File: config.mk
export PLATFORM = sky130hd
export DESIGN_NAME = mem_arbiter
export DESIGN_NICKNAME = d
export VERILOG_FILES = /design/src/rtl/mem_arbiter.sv
export SDC_FILE = /design/constraint.sdc
export NUM_CORES = 1
export LEC_CHECK = 0
export BUFFER_PORTS_ARGS = -buffer_cell sky130_fd_sc_hd__buf_2
export CAP_MARGIN = 20
export CORE_MARGIN = 2
export CORE_UTILIZATION = 54
export DETAILED_ROUTE_END_ITERATION = 12
export PLACE_DENSITY_LB_ADDON = 0.2
export SYNTH_ARGS = -nofsm -noshare
export SYNTH_HDL_FRONTEND = slang
export SYNTH_SLANG_ARGS = --single-unit
File: constraint.sdc
create_clock -name clk -period 3.1 [get_ports clk]
set_clock_uncertainty 0.2 [all_clocks]
set_input_delay 0.465 -clock clk [delete_from_list [all_inputs] [get_ports clk]]
set_output_delay 0.465 -clock clk [all_outputs]
set_load 0.005 [all_outputs]
File: src/rtl/mem_arbiter.sv
// mem_arbiter: shares one byte-wide RAM/IO port between instruction fetch
// (4-byte reads) and the store/load buffer (1/2/4-byte loads and stores).
// Accesses are serialised into byte transactions; read bytes are assembled
// little-endian. A one-cycle completion pulse goes back to the requester.
// Optional feature macro: MEM_ARB_IO_STALL_EN (stall IO-space store bytes
// while io_buffer_full is high).
module mem_arbiter #(
    parameter int         NICK_W     = 4,
    parameter logic [1:0] IO_BASE_HI = 2'b11
) (
    input  logic              clk,
    input  logic              rst,
    input  logic              rdy,
    input  logic              clr,
    input  logic              iIF_en,
    input  logic [31:0]       iIF_addr,
    output logic              oIF_en,
    output logic [31:0]       oIF_dt,
    input  logic              iSLB_en,
    input  logic              iSLB_ls,
    input  logic [NICK_W-1:0] iSLB_nick,
    input  logic [2:0]        iSLB_len,
    input  logic              iSLB_sext,
    input  logic [31:0]       iSLB_addr,
    input  logic [31:0]       iSLB_dt,
    output logic              oSLB_en,
    output logic [NICK_W-1:0] oSLB_nick,
    output logic [31:0]       oSLB_dt,
    input  logic [7:0]        mem_din,
    output logic [7:0]        mem_dout,
    output logic [31:0]       mem_a,
    output logic              mem_wr,
    input  logic              io_buffer_full
);

    typedef enum logic [1:0] {IDLE, READ, WRITE} state_t;

    localparam logic LG_IF  = 1'b0;
    localparam logic LG_SLB = 1'b1;

    state_t              state_reg, state_next;
    logic [2:0]          cnt_reg;
    logic [2:0]          len_reg;
    logic                owner_if_reg;
    logic                sext_reg;
    logic [NICK_W-1:0]   nick_reg;
    logic                last_grant_reg;
    logic [31:0]         wdata_reg;
    logic [31:0]         mem_a_reg;
    logic [7:0]          mem_dout_reg;
    logic                mem_wr_reg;
    logic                if_en_reg, slb_en_reg;
    logic [31:0]         if_dt_reg, slb_dt_reg;
    logic [NICK_W-1:0]   slb_nick_reg;

    logic                grant_if, grant_slb;
    logic                rd_step, rd_done, wr_adv, wr_done;
    logic                io_stall;
    logic [2:0]          slb_len;
    logic [31:0]         rd_word;
    logic                sign_bit;

`ifdef MEM_ARB_IO_STALL_EN
    // An IO-space store byte waits while the IO write buffer is full.
    assign io_stall = (state_reg == WRITE) && mem_wr_reg &&
                      (mem_a_reg[17:16] == IO_BASE_HI) && io_buffer_full;
`else
    logic unused_io_full;
    assign unused_io_full = io_buffer_full;
    assign io_stall       = 1'b0;
`endif

    // Only 1 and 2 are honoured as short lengths; anything else is a word.
    always_comb begin
        case (iSLB_len)
            3'd1:    slb_len = 3'd1;
            3'd2:    slb_len = 3'd2;
            default: slb_len = 3'd4;
        endcase
    end

    // Next-state logic, arbitration and per-edge control strobes.
    always_comb begin
        state_next = state_reg;
        grant_if   = 1'b0;
        grant_slb  = 1'b0;
        rd_step    = 1'b0;
        rd_done    = 1'b0;
        wr_adv     = 1'b0;
        wr_done    = 1'b0;
        if (rdy) begin
            case (state_reg)
                IDLE: begin
                    if (!clr) begin
                        if (iIF_en && (!iSLB_en || last_grant_reg == LG_SLB)) begin
                            grant_if   = 1'b1;
                            state_next = READ;
                        end else if (iSLB_en) begin
                            grant_slb  = 1'b1;
                            state_next = iSLB_ls ? WRITE : READ;
                        end
                    end
                end
                READ: begin
                    if (clr) begin
                        state_next = IDLE;
                    end else if (cnt_reg == len_reg) begin
                        rd_done    = 1'b1;
                        state_next = IDLE;
                    end else begin
                        rd_step = 1'b1;
                    end
                end
                WRITE: begin
                    // A committed store ignores clr and always finishes.
                    if (!io_stall) begin
                        if (cnt_reg == len_reg - 3'd1) begin
                            wr_done    = 1'b1;
                            state_next = IDLE;
                        end else begin
                            wr_adv = 1'b1;
                        end
                    end
                end
                default: state_next = IDLE;
            endcase
        end
    end

    // State register.
    always_ff @(posedge clk) begin
        if (!rst) state_reg <= IDLE;
        else      state_reg <= state_next;
    end

    // Per-lane read byte capture: byte i arrives two edges after it is addressed.
    generate
        for (genvar gi = 0; gi < 4; gi++) begin : g_lane
            logic [7:0] byte_reg;
            always_ff @(posedge clk) begin
                if (!rst)
                    byte_reg <= 8'h00;
                else if (rdy && state_reg == READ && cnt_reg == 3'(gi + 1))
                    byte_reg <= mem_din;
            end
            // Final byte comes straight from mem_din; lanes above len are extension.
            assign rd_word[8*gi +: 8] = (3'(gi + 1) == len_reg) ? mem_din :
                                        (3'(gi + 1) <  len_reg) ? byte_reg :
                                        {8{sign_bit}};
        end
    endgenerate

    // The final byte is the most significant one, so it supplies the sign.
    assign sign_bit = sext_reg & mem_din[7];

    // Request latching, address/data sequencing and completion outputs.
    always_ff @(posedge clk) begin
        if (!rst) begin
            cnt_reg        <= 3'd0;
            len_reg        <= 3'd4;
            owner_if_reg   <= 1'b0;
            sext_reg       <= 1'b0;
            nick_reg       <= '0;
            last_grant_reg <= LG_IF;
            wdata_reg      <= 32'h0;
            mem_a_reg      <= 32'h0;
            mem_dout_reg   <= 8'h00;
            mem_wr_reg     <= 1'b0;
            if_en_reg      <= 1'b0;
            if_dt_reg      <= 32'h0;
            slb_en_reg     <= 1'b0;
            slb_dt_reg     <= 32'h0;
            slb_nick_reg   <= '0;
        end else if (rdy) begin
            if_en_reg  <= 1'b0;
            slb_en_reg <= 1'b0;
            if (grant_if) begin
                last_grant_reg <= LG_IF;
                owner_if_reg   <= 1'b1;
                len_reg        <= 3'd4;
                sext_reg       <= 1'b0;
                cnt_reg        <= 3'd0;
                mem_a_reg      <= iIF_addr;
            end
            if (grant_slb) begin
                last_grant_reg <= LG_SLB;
                owner_if_reg   <= 1'b0;
                len_reg        <= slb_len;
                sext_reg       <= iSLB_sext;
                nick_reg       <= iSLB_nick;
                cnt_reg        <= 3'd0;
                mem_a_reg      <= iSLB_addr;
                wdata_reg      <= iSLB_dt;
                mem_dout_reg   <= iSLB_dt[7:0];
                mem_wr_reg     <= iSLB_ls;
            end
            if (rd_step) begin
                cnt_reg <= cnt_reg + 3'd1;
                if (cnt_reg + 3'd1 < len_reg)
                    mem_a_reg <= mem_a_reg + 32'd1;
            end
            if (rd_done) begin
                if (owner_if_reg) begin
                    if_en_reg <= 1'b1;
                    if_dt_reg <= rd_word;
                end else begin
                    slb_en_reg   <= 1'b1;
                    slb_dt_reg   <= rd_word;
                    slb_nick_reg <= nick_reg;
                end
            end
            if (wr_adv) begin
                cnt_reg      <= cnt_reg + 3'd1;
                mem_a_reg    <= mem_a_reg + 32'd1;
                mem_dout_reg <= wdata_reg[15:8];
                wdata_reg    <= wdata_reg >> 8;
            end
            if (wr_done) begin
                mem_wr_reg   <= 1'b0;
                slb_en_reg   <= 1'b1;
                slb_dt_reg   <= 32'h0;
                slb_nick_reg <= nick_reg;
            end
        end
    end

    assign oIF_en    = if_en_reg;
    assign oIF_dt    = if_dt_reg;
    assign oSLB_en   = slb_en_reg;
    assign oSLB_dt   = slb_dt_reg;
    assign oSLB_nick = slb_nick_reg;
    assign mem_a     = mem_a_reg;
    assign mem_dout  = mem_dout_reg;
    // Writes are suppressed while frozen or stalled; the byte re-issues afterwards.
    assign mem_wr    = mem_wr_reg & rdy & ~io_stall;

endmodule
==> flow_summary.json <==
{
  "status": "finished, final reports clean",
  "root_buffer": "clkbuf_16",
  "worst_r2r_endpoint": "mem_a[27]$_SDFFE_PN0P_",
  "fin_crit_ns": 2.96,
  "syn_nets": 1289,
  "worstRegToRegCells": 10,
  "leakage_nw": 4.59,
  "max-cap-violations": 0,
  "hpwl_um": 17900,
  "crit_path_start_kind": "flop",
  "final_common_cell": "buf_2",
  "yosysTopAreaCell": "dfxtp_1",
  "grt_max_degree": 71,
  "routabilityCongestion": 0.881,
  "utilization_pct": 66.6,
  "syn_area_mm2": 0.00901,
  "antenna_found_initial": 1,
  "drv_slew": 0,
  "holdBufCountCts": 0,
  "clock.fmax_mhz": 338,
  "cts_made_buffers": 17,
  "cts_num_sinks": 182,
  "ys_seq_area_share_pct": 40.4,
  "grt-ovfl-total": 0,
  "worstSetupStartpoint": "cnt_reg[0]$_SDFFE_PN0P_",
  "critical_path_arrival_ns": 3.10,
  "synthCells": 1156,
  "clockBufferDepth": 2,
  "crit_end": "mem_a[27]$_SDFFE_PN0P_",
  "wl_per_cell_um": 16.1,
  "hp-class": "input pin to flop",
  "top_usage_layer": "met2",
  "crit_fanout": 14,
  "ys_ff_latch": 182,
  "num_rows": 47,
  "crit_type": "flop to flop",
  "ant_nets": 0,
  "vdd_drop_max_mv": 0.416,
  "viasPerCell": 5.67,
  "final_cell_mix": "buf_2, nand2_1, dfxtp_1",
  "synth_edf_count": 0,
  "end_kind": "flop",
  "finalSetupViolCount": 0,
  "grt_pass1_vias": 8157,
  "vias": 8950,
  "routed_wl_um": 25400,
  "met3_usage_pct": 5.14,
  "holdWs_ns": 0.0756,
  "period_share_pct": 95.4,
  "hold_violations": 0,
  "drive_gt1_share_pct": 23.3,
  "cts_tree": "done",
  "drt-initial-drc-count": 563,
  "synthTopCellsByArea": "dfxtp_1, nand2_1, a21oi_1",
  "syn_to_final_growth_pct": 21.6,
  "coreArea_mm2": 0.0165,
  "async_flop_share_pct": 0,
  "worst_pin_slew_ns": 0.936,
  "grt_pass1_wl_um": 40600,
  "cp_data_required_time_ns": 3.24,
  "fp.dieW_um": 133,
  "ys_types": 63,
  "gr-usage-met1_pct": 36.4,
  "first_pass_iters": 5,
  "drc_errors": 0,
  "start_util_pct": 54.7,
  "synth_warnings": 0,
  "track_usage_pct": 28.0,
  "die_h_um": 133,
  "postLayoutCellArea_mm2": 0.0110,
  "use_met2_pct": 46.7,
  "slew_headroom_pct": 37.5,
  "dieArea_mm2": 0.0177,
  "htreeDepth": 4,
  "yosys.area.top_type_share_pct": 40.4,
  "insertion_delay_ns": 0.43,
  "yosys_most_used_dff": "dfxtp_1",
  "ios": 231,
  "crit-reg2reg-launch": "cnt_reg[0]$_SDFFE_PN0P_",
  "port-buffer-count": 229,
  "cellPowerDensity_mw_per_mm2": 489,
  "dpl_cell_area_mm2": 0.0103,
  "nets": 1478,
  "r2r_slack_ns": 0.14,
  "syn_area_per_cell_um2": 7.79,
  "clkTransAtPathRegs_ns": 0.07
}
Yosys cell counts (4+ instances only):
master / count
a211oi_1: 29
and4_1: 4
clkbuf_1: 67
nor2b_1: 13
inv_1: 34
buf_4: 11
dfxtp_1: 182
a21oi_1: 95
nor2_1: 109
a22oi_1: 25
o211a_1: 11
o221ai_1: 5
a31oi_1: 19
mux2i_1: 31
buf_2: 16
nand2_1: 221
ha_1: 13
nand3_1: 38
o21bai_1: 4
o2111ai_1: 4
a311oi_1: 19
and3_1: 19
o21ai_0: 50
nor3_1: 21
o31a_1: 5
nand4_1: 9
and2_1: 7
nand3b_1: 4
a21boi_0: 36
metrics by stage:
stage	setup TNS [ns]	power (mW)	instances	worst slack (ns)
floorplan	0	2.84	1156	0.533
global placement	0	3.07	1546	0.160
detailed placement	0	3.08	1546	0.0811
CTS	0	5.39	1578	0.0588
global route	-0.0537	5.56	1579	-0.0251
finish	0	5.36	1579	0.143
where the power goes:
part           total (mW)  switching [mW]  internal, mW
Combinational       0.557           0.321         0.236
Clock                2.32           0.945          1.38
Sequential           2.48          0.0812          2.40
Total                5.36            1.35          4.02
metal layers:
layer	vias up	routed length, µm	part of all wire [%]
li1	4437	-	-
met1	4155	11200	44
met2	304	11900	47
met3	54	1500	5.9
met4	0	755	3.0
met5	-	0	0
critical path, cell delays in order, from the launching register on:
cell and delay (ns):
dfxtp_1 0.42, inv_1 0.10, ha_1 0.32, ha_1 0.27, nor2b_1 0.15, o21ai_1 0.29, a41oi_4 0.29, buf_4 0.29
nor3_1 0.26, nor3_1 0.07, a211oi_1 0.21
how the worst min path moves through the flow:
stage / from / to / slack [ns] / depth (start not counted)
floorplan: mem_wr_reg$_SDFFE_PN0P_ / mem_wr_reg$_SDFFE_PN0P_ / 0.23 / 2
global placement: oSLB_dt[5]$_SDFFE_PN0P_ / oSLB_dt[5]$_SDFFE_PN0P_ / 0.24 / 2
detailed placement: oSLB_dt[10]$_SDFFE_PN0P_ / oSLB_dt[10]$_SDFFE_PN0P_ / 0.24 / 2
CTS: iSLB_dt[31] / wdata_reg[31]$_SDFFE_PN0P_ / 0.06 / 3
global route: iSLB_dt[25] / wdata_reg[25]$_SDFFE_PN0P_ / 0.07 / 3
finish: iSLB_dt[25] / wdata_reg[25]$_SDFFE_PN0P_ / 0.08 / 3
layout make-up:
cell class / count / area [µm²]
diodes: 1 / 2.50
clock buffers: 22 / 484
clock inverters: 10 / 154
fillers: 1443 / 5510
inverters: 35 / 131
multi-input cells: 841 / 4820
flip-flops and latches: 182 / 3640
well taps: 220 / 275
repair buffers: 268 / 1450
cell families after synthesis:
group | Yosys count | synth area share, %
simple gates | 465 | 23.1
mux | 34 | 3.82
flops | 182 | 40.4
xor+xnor | 5 | 0.639
fa+ha+maj | 13 | 1.81
buf+inv | 133 | 6.30
compound gates | 324 | 23.9
timing repair:
action | in CTS | in global routing
setup endpoints to repair | 0 | 21
buffers inserted | 0 | 0
gates resized for setup | 0 | 3
Power figures use the tool's default switching activity.
